`src/rtl/reset_sequencer.sv`:
```
// Reset release sequencer: waits for a stable PLL lock, frees the peripherals,
// then the core, and services processor soft-reset requests on the core only.
module reset_sequencer #(
    parameter int SYNC_STAGES        = 2,
    parameter int LOCK_STABLE_CYCLES = 16,
    parameter int CORE_DELAY         = 8,
    parameter int SOFT_CYCLES        = 4,
    parameter int CNT_WIDTH          = 8
) (
    input  logic       clk,
    input  logic       reset_n,
    input  logic       pll_lock,
    input  logic       soft_reset_req,
    output logic       periph_reset_n,
    output logic       core_reset_n,
    output logic       ready,
    output logic [2:0] state
);

    typedef enum logic [2:0] {
        WAIT_LOCK = 3'd0,
        STABLE    = 3'd1,
        PERIPH    = 3'd2,
        RUN       = 3'd3,
        SOFT      = 3'd4
    } state_t;

    localparam logic [CNT_WIDTH-1:0] STABLE_LAST = CNT_WIDTH'(LOCK_STABLE_CYCLES - 1);
    localparam logic [CNT_WIDTH-1:0] PERIPH_LAST = CNT_WIDTH'(CORE_DELAY - 1);
    localparam logic [CNT_WIDTH-1:0] SOFT_LAST   = CNT_WIDTH'(SOFT_CYCLES - 1);
    localparam logic [CNT_WIDTH-1:0] CNT_ONE     = CNT_WIDTH'(1);

    logic [SYNC_STAGES-1:0] sync_q;
    logic                   lock_s;
    state_t                 state_q;
    state_t                 nxt_state;
    logic [CNT_WIDTH-1:0]   cnt_q;
    logic [CNT_WIDTH-1:0]   nxt_cnt;

    // pll_lock is asynchronous to clk; nothing else may look at it directly
    always_ff @(posedge clk or negedge reset_n) begin
        if (!reset_n) begin
            sync_q <= '0;
        end else begin
            sync_q <= {sync_q[SYNC_STAGES-2:0], pll_lock};
        end
    end

    assign lock_s = sync_q[SYNC_STAGES-1];

    always_comb begin
        nxt_state = state_q;
        nxt_cnt   = cnt_q;
        if ((state_q != WAIT_LOCK) && !lock_s) begin
            nxt_state = WAIT_LOCK;
            nxt_cnt   = '0;
        end else begin
            case (state_q)
                WAIT_LOCK: begin
                    if (lock_s) begin
                        nxt_state = STABLE;
                        nxt_cnt   = '0;
                    end
                end
                STABLE: begin
                    if (cnt_q == STABLE_LAST) begin
                        nxt_state = PERIPH;
                        nxt_cnt   = '0;
                    end else begin
                        nxt_cnt = cnt_q + CNT_ONE;
                    end
                end
                PERIPH: begin
                    if (cnt_q == PERIPH_LAST) begin
                        nxt_state = RUN;
                        nxt_cnt   = '0;
                    end else begin
                        nxt_cnt = cnt_q + CNT_ONE;
                    end
                end
                RUN: begin
                    if (soft_reset_req) begin
                        nxt_state = SOFT;
                        nxt_cnt   = '0;
                    end
                end
                SOFT: begin
                    // requests are ignored here; a held request re-enters after one RUN cycle
                    if (cnt_q == SOFT_LAST) begin
                        nxt_state = RUN;
                        nxt_cnt   = '0;
                    end else begin
                        nxt_cnt = cnt_q + CNT_ONE;
                    end
                end
                default: begin
                    nxt_state = WAIT_LOCK;
                    nxt_cnt   = '0;
                end
            endcase
        end
    end

    // Outputs are registered from the next state so they track the state register exactly
    always_ff @(posedge clk or negedge reset_n) begin
        if (!reset_n) begin
            state_q        <= WAIT_LOCK;
            cnt_q          <= '0;
            periph_reset_n <= 1'b0;
            core_reset_n   <= 1'b0;
            ready          <= 1'b0;
        end else begin
            state_q        <= nxt_state;
            cnt_q          <= nxt_cnt;
            periph_reset_n <= (nxt_state == PERIPH) || (nxt_state == RUN) || (nxt_state == SOFT);
            core_reset_n   <= (nxt_state == RUN);
            ready          <= (nxt_state == RUN);
        end
    end

    assign state = state_q;

endmodule

```
`config.mk`:
```
export PLATFORM = sky130hd
export DESIGN_NAME = reset_sequencer
export DESIGN_NICKNAME = d
export VERILOG_FILES = /design/src/rtl/reset_sequencer.sv
export SDC_FILE = /design/constraint.sdc
export NUM_CORES = 1
export LEC_CHECK = 0
export ABC_AREA = 1
export BUFFER_PORTS_ARGS = -buffer_cell sky130_fd_sc_hd__buf_4
export CORE_MARGIN = 2
export CORE_UTILIZATION = 40
export CTS_BUF_LIST = sky130_fd_sc_hd__clkbuf_4 sky130_fd_sc_hd__clkbuf_8 sky130_fd_sc_hd__clkbuf_16
export CTS_CLUSTER_SIZE = 14
export DETAILED_ROUTE_END_ITERATION = 10
export SYNTH_ARGS = -nofsm -noshare
export SYNTH_HDL_FRONTEND = slang
export SYNTH_SLANG_ARGS = --single-unit
```
`constraint.sdc`:
```
create_clock -name clk -period 1.35 [get_ports clk]
set_input_delay 0.3375 -clock clk [delete_from_list [all_inputs] [get_ports clk]]
set_output_delay 0.3375 -clock clk [all_outputs]
set_load 0.01 [all_outputs]
```
Yosys cells after proc, flatten, opt, wreduce, memory -nomap -nowiden --
Index checks and enable logic that the tools add are counted.
Cells by class: eq/ne operators 12, multiplexer cells 14, add/subtract/negate cells 1, reductions and logical operators 7
Operators by type and width (number):
- 8-bit two-way mux | 6
- 8-bit one-hot mux with 5 select lines | 1
- 3-bit two-way mux | 6
- 3-bit one-hot mux with 5 select lines | 1
- 3-bit by 2-bit == test with 1-bit output, second input constant | 4
- 8-bit by 1-bit adder with 8-bit output, second input constant | 1
- 8-bit by 2-bit == test with 1-bit output, second input constant | 1
- 8-bit by 3-bit == test with 1-bit output, second input constant | 1
- 8-bit by 4-bit == test with 1-bit output, second input constant | 1
- 3-bit == test, second input constant | 2
- 3-bit != test, second input constant | 2
- 3-bit by 1-bit == test with 1-bit output, second input constant | 1
- 3-bit logical NOT | 1
- 3-bit nonzero test | 1
- 1-bit logical OR | 2
- 2-bit AND reduction | 1
- 1-bit logical AND | 1
- 1-bit logical NOT | 1
Storage, ports and cells: bits in registers 15, logic and storage cells 39

Longest topological paths before layout --
word-level depth 7, depth in mapped cells 10, mapped depth without buffers 10

Worst setup path after synthesis --
No wires, ideal clock.
path kind register -> register, start register cnt_q[0], end register state_q[0] (netlist: state[0]), setup time 118 ps, required time 1232 ps, path slack 31 ps, cell stages (with the launch flop) 9, data arrival time 1201 ps, cells stage by stage dfrtp_1 -> ha_1 -> nand3_2 -> clkinv_1 -> nand3_1 -> nand2_1 -> o211ai_1 -> nor2_2 -> nor2_1
On the way: cells in the longest elaborated chain, start to end 4, elaborated cells on any way between the ends 8, classes of those cells eq/ne: 3; mux: 5
Ends and longest elaborated chain:
- from (decl) | line 37 | logic [CNT_WIDTH-1:0] cnt_q;
- from (signal assigned) | line 114 | cnt_q <= nxt_cnt;
- 8-bit by 2-bit == test with 1-bit output, or another cell as far along | line 89 | if (cnt_q == SOFT_LAST) begin
- 3-bit two-way mux (on tied branches) | line 89, 66, 74
- 3-bit one-hot mux with 5 select lines * | line 58 | case (state_q)
- 3-bit two-way mux * | line 54 | if ((state_q != WAIT_LOCK) && !lock_s) begin
- net nxt_state[0] | line 36 | state_t nxt_state;
- to (signal assigned) | line 113 | state_q <= nxt_state;
- to (decl) | line 35 | state_t state_q;
Mark *: on every way through the listed nets, which the timed path passes. The rest lies on a longest branch. A chain may end at the register's enable or synchronous reset.

Final worst setup path --
Ends and elaborated chain as after synthesis.

==> results.md <==
* Detailed Route WL at 2590 um
* Share of layout cells above drive strength 1 at 44.1%
* Reg clk slew, reported paths at 90 ps
* Crit-path leading delay family: simple AND/OR/NAND/NOR gates
* Crit path required time at 1530 ps
* Grt total ovfl at 0
* Ys async rst share at 100%
* Num CTS Buffers at 3
* Num ports at 10
* LEAKAGE at 0.751 nW
* Outcome: complete, but fails checks
* Via Count at 1021
* Worst r2r path cells at 8
* CP Cell Sequence: ha_4, nand3_4, inv_4, nand3_4, nand2_4, o211ai_1, nor2_2, nor2_1
* R2R Path Start: cnt_q[0]$_DFFE_PN0P_
* Combinational power share at 42.8%
* Top cell by count, worst path: nand3_4
* Post-route minimum period at 1370 ps
* Most common cell after layout, fill and taps aside: nand2_1
* Worst IR Drop VDD at 0.000655 V
* DRC viols at 0
* Power Density at 1040 mW/mm2
* Most frequent cells in the layout: 41 x nand2_1, 26 x buf_4, 14 x nand3_1
* Slew HR at 81.9%
* First-pass GRT wire length at 3870 um
* Pwr Total at 0.00150 W
* Root Buffer: clkbuf_4
* Sequential Power Share at 38.6%
* Core Rows at 17
* NetSw at 0.000578 W
* DR pass1 iterations at 4
* Die Ht at 53.4 um
* CTS tree: done
* PortBufs at 9
* Vias in the first global route at 907
* NumNets Final at 176
* Hold Path End: sync_q[0]$_DFF_PN0_
* Internal cell power at 0.000922 W
* Worst Path Class, Setup: register to register
* Setup WS post-layout at -18.9 ps
* Antenna violations before repair at 0
* Post-route antenna net violation count at 0
* Final Skew at 2.06 ps
* Crit path DAT at 1550 ps
* Ys Warns at 0
* Antenna diodes at 0
* CP max stage cell: dfrtp_1
* Post-synth EDFFs at 0
* Final Setup Violations at 2
* FMAX at 0.731 GHz
* Clock buffer depth at 2
* Largest net degree at the start of global routing at 16
* Die width at 53.4 um
* Synthesized net count at 142
* Placer congestion estimate at 0.854
* RSZ-0062 raised after global routing: true
* Final HPWL DP at 1690 um
* Hold WC Path Type: input port to register
* Seq cells post-synth at 15
* Gr usage total at 19.1%
* Drt via density at 5.16
* Initial core utilization at 43.3%
* Core area at 0.00225 mm2
* Hold Vio Cnt, Final at 0
* R2r endpoint: state[0]$_DFF_PN0_
* Period utilization at 101%
* Reg2reg setup slack at -20 ps
* HP Start: pll_lock
* Slew @ Worst Pin at 271 ps
* WL/cell at 13.1 um
* Failing checks: negative setup slack
* # Max-Cap Violations at 0
* Hold Crit Depth at 1
* CP bufs+invs at 1
* Placed inst area at 0.00113 mm2
* Detailed Route Iter0 Violations at 22
* Mean Syn Cell Area at 7.12 um2
* Worst setup startpoint: cnt_q[0]$_DFFE_PN0P_
* CP endpoint kind: register
* Synth Flop Type: dfrtp_1
* Post-Syn Instances at 137
* Clk Latency, worst-skew pair at 280 ps
* Kind of start point of the critical path: register
* Switch share at 38.5%
* Sequential area share after synthesis at 38.5%
* Clock Power Share at 18.6%
* Synth cell types at 24
* Design area at 0.00144 mm2
* Die area at 0.00285 mm2
* Clk sink count at 15
* Final Slew Violations at 0
* # H-tree levels at 1
* Max incr delay on CP at 420 ps
* Largest fanout on the critical path at 4
* Area Growth Syn to Fin at 47.7%
* Combined area of all synthesized cells at 976 um2
power by group through the flow:
stage,clock network (W),registers [W],logic (W)
finish,0.000279,0.000580,0.000641
global route,0.000319,0.000587,0.000698
CTS,0.000289,0.000564,0.000483
detailed placement,0,0.000563,0.000469
global placement,0,0.000557,0.000472
floorplan,0,0.000568,0.000292
area by class of cell:
class / count / area (um2)
multi-input cells: 101 / 664
well taps: 28 / 35.0
inverters: 19 / 73.8
flip-flops and latches: 15 / 379
repair buffers: 31 / 259
fillers: 204 / 813
clock buffers: 4 / 30.0
layer usage:
layer,track usage (%),wire [um]
met1,24.2,1060
met2,30.7,1320
met3,4.52,130
met4,8.12,77
met5,0,0
what timing repair did:
item / CTS / global route
endpoints found under the hold margin: 15 / 0
setup buffers: 0 / 12
gates resized for setup: 2 / 42
pin swaps: 1 / 23
endpoints found under the setup margin: 6 / 12
hold buffers: 1 / 0
cells in the mapped netlist, drive strengths merged, types with 2 or more instances:
| master | n | area [um2] |
|---|---|---|
| buf | 2 | 18.8 |
| dfrtp | 15 | 375 |
| inv | 18 | 67.6 |
| nand2 | 46 | 178 |
| nand3 | 23 | 140 |
| nand3b | 2 | 15.0 |
| nor2 | 16 | 75.1 |
| nor3 | 2 | 21.3 |
| o21ai | 5 | 25.0 |
| xor2 | 2 | 17.5 |
cell families after synthesis:
| group | Yosys count | share of synthesized area (%) |
|---|---|---|
| xor gates and xnor gates | 2 | 1.80 |
| and+or+nand+nor | 90 | 44.6 |
| AOI/OAI and AO/OA | 8 | 4.62 |
| DFF | 15 | 38.5 |
| buffers and inverters | 21 | 9.23 |
| adders and majority gates | 1 | 1.28 |
stage by stage:
| step | worst slack [ps] | util (%) | TNS [ps] | instances | hold slack, ps |
|---|---|---|---|---|---|
| 6_report | -18.9 | 63.9 | -22.8 | 198 | 156 |
| 5_1_grt | -64.6 | 63.9 | -400 | 198 | 138 |
| 2_1_floorplan | 31.2 | - | 0 | 137 | 41.9 |
| 3_3_place_gp | 16.5 | 50.0 | 0 | 181 | 201 |
| 3_5_place_dp | -28.9 | 50.0 | -45.7 | 181 | 208 |
| 4_1_cts | 7.39 | 52.3 | 0 | 186 | 152 |
registers in the layout, summed over array words and instances (netlist names):
signal,count
cnt_q,8
periph_reset_n,1
ready,1
state,3
sync_q,2
worst max-delay path by stage:
| stage | end | slack, ps | cells past startpoint |
|---|---|---|---|
| 2_1_floorplan | state[0]$_DFF_PN0_ | 30 | 8 |
| 3_3_place_gp | ready$_DFF_PN0_ | 20 | 8 |
| 3_5_place_dp | ready$_DFF_PN0_ | -30 | 8 |
| 4_1_cts | ready$_DFF_PN0_ | 7 | 8 |
| 5_1_grt | state[0]$_DFF_PN0_ | -60 | 8 |
| 6_report | state[0]$_DFF_PN0_ | -20 | 8 |
No activity file was read; power rests on OpenSTA's default activity.
